### src/rtl/handshake_pkg.sv
// Shared helpers for the handshake stream blocks: width derivation,
// parameter legality checks and the per-edge transfer classification.
package handshake_pkg;

    typedef enum logic [1:0] {
        XFER_IDLE = 2'b00,
        XFER_POP  = 2'b01,
        XFER_PUSH = 2'b10,
        XFER_BOTH = 2'b11
    } xfer_e;

    function automatic int cnt_width(input int depth);
        return $clog2(depth + 1);
    endfunction

    function automatic int ptr_width(input int depth);
        return (depth > 1) ? $clog2(depth) : 1;
    endfunction

    function automatic bit is_pow2(input int value);
        return (value > 0) && ((value & (value - 1)) == 0);
    endfunction

    function automatic bit params_ok(input int depth, input int af_thresh);
        return is_pow2(depth) && (depth >= 2) && (af_thresh >= 1) && (af_thresh <= depth);
    endfunction

endpackage

### src/rtl/handshake_out_reg.sv
// Registered head stage: holds the word currently offered downstream and
// refills from storage, or straight from upstream when storage is empty.
module handshake_out_reg #(
    parameter int WORD_WIDTH = 8
) (
    input  logic                  clk,
    input  logic                  rst,
    input  logic                  flush,
    input  logic                  load,
    input  logic                  mem_avail,
    input  logic [WORD_WIDTH-1:0] mem_data,
    input  logic                  push,
    input  logic [WORD_WIDTH-1:0] push_data,
    output logic                  down_valid,
    output logic [WORD_WIDTH-1:0] down_data
);

    // Storage always wins over the bypass so older words leave first.
    always_ff @(posedge clk or posedge rst) begin
        if (rst) begin
            down_valid <= 1'b0;
            down_data  <= '0;
        end else if (flush) begin
            down_valid <= 1'b0;
        end else if (load) begin
            if (mem_avail) begin
                down_valid <= 1'b1;
                down_data  <= mem_data;
            end else if (push) begin
                down_valid <= 1'b1;
                down_data  <= push_data;
            end else begin
                down_valid <= 1'b0;
            end
        end
    end

endmodule

### src/rtl/handshake_elastic_buf.sv
// Valid/ready elastic buffer: head register plus circular storage, with all
// handshake outputs registered so upstream and downstream never see each other.
module handshake_elastic_buf
    import handshake_pkg::*;
#(
    parameter int WORD_WIDTH = 8,
    parameter int DEPTH      = 4,
    parameter int AF_THRESH  = DEPTH - 1
) (
    input  logic                          clk,
    input  logic                          rst,
    input  logic                          flush,
    input  logic                          up_valid,
    input  logic [WORD_WIDTH-1:0]         up_data,
    output logic                          up_ready,
    output logic                          down_valid,
    output logic [WORD_WIDTH-1:0]         down_data,
    input  logic                          down_ready,
    output logic [cnt_width(DEPTH)-1:0]   count,
    output logic                          almost_full
);

    localparam int CNT_W = cnt_width(DEPTH);
    localparam int PTR_W = ptr_width(DEPTH);
    localparam logic [CNT_W-1:0] FULL_CNT = CNT_W'(DEPTH);
    localparam logic [CNT_W-1:0] AF_CNT   = CNT_W'(AF_THRESH);
    localparam logic [CNT_W-1:0] ONE_CNT  = CNT_W'(1);

    if (!params_ok(DEPTH, AF_THRESH)) begin : g_param_check
        $error("handshake_elastic_buf: DEPTH must be a power of two >= 2 and AF_THRESH in 1..DEPTH");
    end

    logic [WORD_WIDTH-1:0] mem [DEPTH];
    logic [PTR_W-1:0]      wr_ptr;
    logic [PTR_W-1:0]      rd_ptr;
    logic [CNT_W-1:0]      count_next;
    logic                  push;
    logic                  pop;
    logic                  advance;
    logic                  mem_empty;
    logic                  mem_wr;
    logic                  mem_rd;
    xfer_e                 xfer;

    // Storage holds everything behind the head, so it is empty while count <= 1.
    assign push      = up_valid && up_ready;
    assign pop       = down_valid && down_ready;
    assign advance   = !down_valid || down_ready;
    assign mem_empty = (count <= ONE_CNT);
    assign mem_rd    = !flush && advance && !mem_empty;
    assign mem_wr    = !flush && push && !(advance && mem_empty);
    assign xfer      = xfer_e'({push, pop});

    always_comb begin
        count_next = count;
        if (flush) begin
            count_next = '0;
        end else begin
            case (xfer)
                XFER_PUSH: count_next = count + ONE_CNT;
                XFER_POP:  count_next = count - ONE_CNT;
                default:   count_next = count;
            endcase
        end
    end

    always_ff @(posedge clk or posedge rst) begin
        if (rst) begin
            wr_ptr      <= '0;
            rd_ptr      <= '0;
            count       <= '0;
            up_ready    <= 1'b0;
            almost_full <= 1'b0;
        end else begin
            if (flush) begin
                wr_ptr <= '0;
                rd_ptr <= '0;
            end else begin
                if (mem_wr) wr_ptr <= wr_ptr + 1'b1;
                if (mem_rd) rd_ptr <= rd_ptr + 1'b1;
            end
            count       <= count_next;
            up_ready    <= (count_next != FULL_CNT);
            almost_full <= (count_next >= AF_CNT);
        end
    end

    always_ff @(posedge clk) begin
        if (mem_wr) mem[wr_ptr] <= up_data;
    end

    handshake_out_reg #(
        .WORD_WIDTH (WORD_WIDTH)
    ) u_out_reg (
        .clk        (clk),
        .rst        (rst),
        .flush      (flush),
        .load       (advance),
        .mem_avail  (!mem_empty),
        .mem_data   (mem[rd_ptr]),
        .push       (push),
        .push_data  (up_data),
        .down_valid (down_valid),
        .down_data  (down_data)
    );

endmodule

### config.mk
export PLATFORM = sky130hd
export DESIGN_NAME = handshake_elastic_buf
export DESIGN_NICKNAME = d
export VERILOG_FILES = /design/src/rtl/handshake_pkg.sv /design/src/rtl/handshake_out_reg.sv /design/src/rtl/handshake_elastic_buf.sv
export SDC_FILE = /design/constraint.sdc
export NUM_CORES = 1
export LEC_CHECK = 0
export BUFFER_PORTS_ARGS = -buffer_cell sky130_fd_sc_hd__buf_4
export CAP_MARGIN = 30
export CORE_ASPECT_RATIO = 1.75
export CORE_MARGIN = 8
export CORE_UTILIZATION = 61
export DETAILED_ROUTE_END_ITERATION = 10
export PLACE_DENSITY = 0.82
export SLEW_MARGIN = 20
export SYNTH_ARGS = -nofsm -noshare
export SYNTH_HDL_FRONTEND = slang
export SYNTH_SLANG_ARGS = --single-unit
### constraint.sdc
create_clock -name clk -period 4.5 [get_ports clk]
set_clock_uncertainty 0.2 [all_clocks]
set_input_delay 0.675 -clock clk [delete_from_list [all_inputs] [get_ports clk]]
set_output_delay 0.675 -clock clk [all_outputs]
set_load 0.02 [all_outputs]
**Word level (Yosys, flattened, before mapping)**

Memory sizes are Yosys's and may differ from the RTL's.
Cells that the tools add are included.
W data, S select, Z words.

- Register bits: 18
- Bits in writable memories: 32
- Bits of input ports: 13
- Output and inout bits: 14
- Word-level logic and storage cells: 49
- Memories kept: 1

Memory list:

| memory | depth | width | read ports | clocked after Yosys merged registers in | wr ports | line | text |
|---|---|---|---|---|---|---|---|
| mem | 4 | 8 | 1 | 0 | 1 | handshake_elastic_buf.sv:33 | `logic [WORD_WIDTH-1:0] mem [DEPTH];` |

- Add/subtract/negate cells: 4
- Order comparisons: 2
- Eq/ne operators: 4
- Mux-type cells: 14
- Bitwise gates (word level): 1
- Reductions and logical operators: 16

Operator list:

| kind | number |
|---|---|
| $mux W8 | 2 |
| $mux W2 | 4 |
| $logic_and A1 B1 Y1 | 7 |
| $mux W1 | 6 |
| $pmux W3 S2 | 1 |
| $reduce_bool A2 Y1 | 3 |
| $add A2 B1 Y2 const B | 2 |
| $logic_not A1 Y1 | 4 |
| $add A3 B1 Y3 const B | 1 |
| $ge A3 B2 Y1 const B | 1 |
| $le A3 B1 Y1 const B | 1 |
| $mux W3 | 1 |
| $ne A3 B3 Y1 const B | 1 |
| $reduce_and A3 Y1 | 1 |
| $sub A3 B1 Y3 const B | 1 |
| $eq A2 B1 Y1 const B | 1 |
| $eq A2 B2 Y1 const B | 1 |
| $ne A2 B2 Y1 const B | 1 |
| $logic_or A1 B1 Y1 | 1 |
| $not A1 Y1 | 1 |

**Depth between registers and ports, before layout**

- Depth in word-level cells: 7
- Mapped depth: 7
- Mapped depth without buffers: 7

**Modules after synthesis**

Synthesis repeated with hierarchy kept, for this count alone.

- Cell total of the unflattened synthesis: 139
- Area, all modules: 2230.9 um^2

Modules (own cells, without submodules):

| module | times used | cells each | area each (um^2) | seq. area each (um^2) |
|---|---|---|---|---|
| handshake_elastic_buf | 1 | 107 | 1774.2 | 1186.1 |
| handshake_out_reg | 1 | 32 | 456.7 | 225.2 |

**Worst setup path before layout**

No wires, ideal clock.

- Path type: flip-flop to flip-flop
- Start point: reg count[1]
- End point: mem mem[0][0] (enable)
- Library setup time: 332 ps
- Data arrival time: 1582 ps
- Required time: 3968 ps
- Path slack: 2387 ps
- Cell stages (with the launch flop): 7
- Buffers on the path: 0
- Clock period less this slack: 2113 ps
- Cell sequence: dfrtp_1 -> inv_1 -> ha_1 -> o21ba_4 -> o311ai_4 -> nor2_1 -> and2_1

- Longest elaborated chain between the ends: 6

Ends and longest elaborated chain:

| element | line | text |
|---|---|---|
| from (decl) | handshake_elastic_buf.sv:19 | `output logic [cnt_width(DEPTH)-1:0] count,` |
| from (signal assigned) | handshake_elastic_buf.sv:82 | `count <= count_next;` |
| $le A3 B1 Y1 | handshake_elastic_buf.sv:49 | `assign mem_empty = (count <= ONE_CNT);` |
| $logic_and A1 B1 Y1 | handshake_elastic_buf.sv:51 | `assign mem_wr = !flush && push && !(advance && mem_empty);` |
| $logic_not A1 Y1 | handshake_elastic_buf.sv:51 |  |
| $logic_and A1 B1 Y1 | handshake_elastic_buf.sv:51 |  |
| $mux W1 | handshake_elastic_buf.sv:89 | `if (mem_wr) mem[wr_ptr] <= up_data;` |
| $mux W1 (not written as such) | handshake_elastic_buf.sv:89 |  |
| to (decl) | handshake_elastic_buf.sv:33 |  |

No other way between the ends.

**Final worst setup path**

- Start point: reg count[1]
- End point: mem mem[1][4] (enable)

Same word-level chain as after synthesis.

==> flow_summary.ini <==
[detailed_routing]
viasPerCell = 6.06
vias = 1284
drt_pre_antenna_iters = 4
wire_per_inst_um = 21.5
drc = 0
antenna_left = 0
dr.first_iter.drc_count = 44
routed_wl_um = 4560

[yosys]
synth_top_family_by_area = compound AO/OA/AOI/OAI gates
yosysUniqueCellTypes = 35
async_flop_share = 0.360
syn_inst = 137
seq_area_frac_synth = 0.650
synth-compound-area-share = 0.115
synth_edf_count = 32
synth-xor-area-share = 0.0121
synthSimpleGateAreaFrac = 0.0553
synthMuxAreaShare = 0.0876
ys.flop_type = edfxtp_1
syn-mean-instance-area_um2 = 15.8
ys_ff_latch = 50
netlist_area_mm2 = 0.00217
synth_nets = 159
ys_warn_count = 0
synth-adder-area-share = 0.0519

[setup_path]
crit_family = simple AND/OR/NAND/NOR gates
reg2reg_depth = 6
critical_path_required_ns = 4.26
crit_arrival_ns = 2.02
cp_max_fo = 8
crit_end = mem[1][4]
critPathBufInv = 1
crit_path_start_kind = flop
r2r-end = mem[1][4]
cp-startpoint = count[1]
critPathKind = flop to flop
cp_slowest_cell = and2_1
regToRegStartpoint = count[1]
r2r_setup_slack_ns = 2.24
slowest_delay_ns = 0.42
cp_cell_sequence = inv_1, ha_1, o21ba_4, o311ai_4, nor2_1, and2_1
endpoint_kind = flop
cp.depth = 6

[timing]
drv_slew = 0
fin_crit_ns = 2.26
setup_ws_ns = 2.24
setup_tns_ns = 0
hold_ws_ns = 0.304
fin_crit_sh = 0.502
rsz0062_at_grt = false
tightestPinTransition_ns = 0.756
hold_viol = 0
max-slew-margin-rel = 0.495
fmaxAchievable_mhz = 442
setup_violations = 0

[finish]
mostFrequentLayoutCells = 32 x edfxtp_1, 26 x buf_4, 18 x dfrtp_1, 10 x inv_1, 9 x ha_1
nFillCells = 218
nNetsFinal = 188
mostFrequentLayoutCell = edfxtp_1
n_antenna_cell = 0
layout-drive-gt1-share = 0.281
syn2layout_area_growth_pct = 15.5

[cts]
cts_root_buffer = clkbuf_8
cts_sinks = 50
htreeDepth = 2
ctsResizeCount = 0
clockBufferDepth = 2
postCtsHoldBufs = 0
insertion_delay_ns = 0.30
cts_tree = built
cts_buffers = 5
cts_post_setup_buffers_inserted = 0
clkSlewWorstSetupHoldPaths_ns = 0.09

[floorplanning]
fp.dieW_um = 61.1
die_h_um = 94.9
core_mm2 = 0.00340
start_util = 0.639
num_io_pins = 27
dieArea_mm2 = 0.00580
row_count = 28

[run]
maxCapViolations = 0

[grt]
grt_overflow = 0
met3_usage = 0.0436
grt_pass1_vias = 1456
grtUsageTotal = 0.177
grt_max_degree = 19
antenna_found_initial = 0
grtUsageMet2 = 0.309
busiest_layer = met2
grtUsageMet1 = 0.180
grt_pass1_wl_um = 7350

[power_and_ir_drop]
power_density_mw_per_mm2 = 453
p_comb_frac = 0.229
clkPwrFrac = 0.269
ir_worst_vdd_v = 0.000353
switching_share = 0.278
leakage_nw = 0.968
p_int_w = 0.000820
p_switching_w = 0.000315
p_seq_frac = 0.502

[placed_design]
gp_congestion = 0.813
place_ws_ns = 2.03
io_buffer_count = 26
dp_hpwl_um = 3300

[run_status]
status = finished clean

[hold_path]
hold_class = primary input to asynchronous set/reset pin
cells in the mapped netlist, drive strengths merged, types with 2 or more instances:
| cell | number | area [um2] |
|---|---|---|
| a21oi | 3 | 15.0 |
| a2bb2oi | 8 | 70.1 |
| and2 | 5 | 31.3 |
| buf | 2 | 16.3 |
| clkbuf | 2 | 7.51 |
| dfrtp | 18 | 450 |
| edfxtp | 32 | 961 |
| ha | 9 | 113 |
| inv | 10 | 37.5 |
| mux4 | 8 | 180 |
| nor2 | 9 | 43.8 |
| nor2b | 3 | 18.8 |
| o22ai | 8 | 50.1 |
| xor2 | 2 | 17.5 |
how the worst min path moves through the flow:
stage	slack, ns	endpoint	startpoint	cells after the start
after global placement	0.32	u_out_reg.down_data[1]	u_out_reg.down_data[1]	1
final	0.30	u_out_reg.down_data[7]	rst	2
after detailed placement	0.34	u_out_reg.down_data[4]	u_out_reg.down_data[4]	1
after CTS	0.32	wr_ptr[0]	rst	2
after global routing	0.36	u_out_reg.down_data[4]	u_out_reg.down_data[4]	1
after floorplan	0.34	wr_ptr[1]	wr_ptr[1]	2
logic make-up (layout without fill, tap and decap cells):
kind of cell / after synthesis / count (layout)
flip-flops: 50 / 50
AND/OR/NAND/NOR: 22 / 22
buffers and inverters: 14 / 44
AO/OA/AOI/OAI: 30 / 30
XOR/XNOR: 3 / 3
multiplexers: 9 / 9
adder cells (fa/ha/maj): 9 / 9
stage by stage:
step,total power (W),cell area (um2),instances,utilization
finish,0.00114,2510,212,0.738
global route,0.00118,2510,212,0.738
CTS,0.00114,2510,212,0.738
detailed placement,0.000840,2400,204,0.706
global placement,0.000830,2400,204,0.706
floorplan,0.000744,2170,137,-
layer usage:
| layer | part of all wire | wire length [um] | vias to the layer above |
|---|---|---|---|
| met2 | 0.54 | 2460 | 55 |
| met5 | 0 | 0 | - |
| met1 | 0.35 | 1600 | 637 |
| met3 | 0.063 | 286 | 18 |
| li1 | - | - | 574 |
| met4 | 0.046 | 208 | 0 |
final cells by class:
type	count	area (um2)	share of cell area
clock buffers	5	68.8	0.0274
clock inverters	3	40.0	0.0160
inverters	10	37.5	0.0150
multi-input cells	73	698	0.278
flip-flops and latches	50	1410	0.563
well taps	45	56.3	0.0225
repair buffers	26	195	0.0778
power by group through the flow:
stage / Combinational (W) / Clock (W) / Sequential [W]
final: 0.000260 / 0.000306 / 0.000570
after global routing: 0.000279 / 0.000329 / 0.000576
after CTS: 0.000263 / 0.000309 / 0.000571
after detailed placement: 0.000260 / 0 / 0.000580
after global placement: 0.000253 / 0 / 0.000577
after floorplan: 0.000146 / 0 / 0.000599
sequential cells by signal, summed over array words and instances (netlist names):
register,flops
almost_full,1
count,3
mem,32
up_ready,1
wr_ptr,2
u_out_reg.down_data,8
u_out_reg.down_valid,1
rd_ptr,2
(Power assumes the default switching activity.)
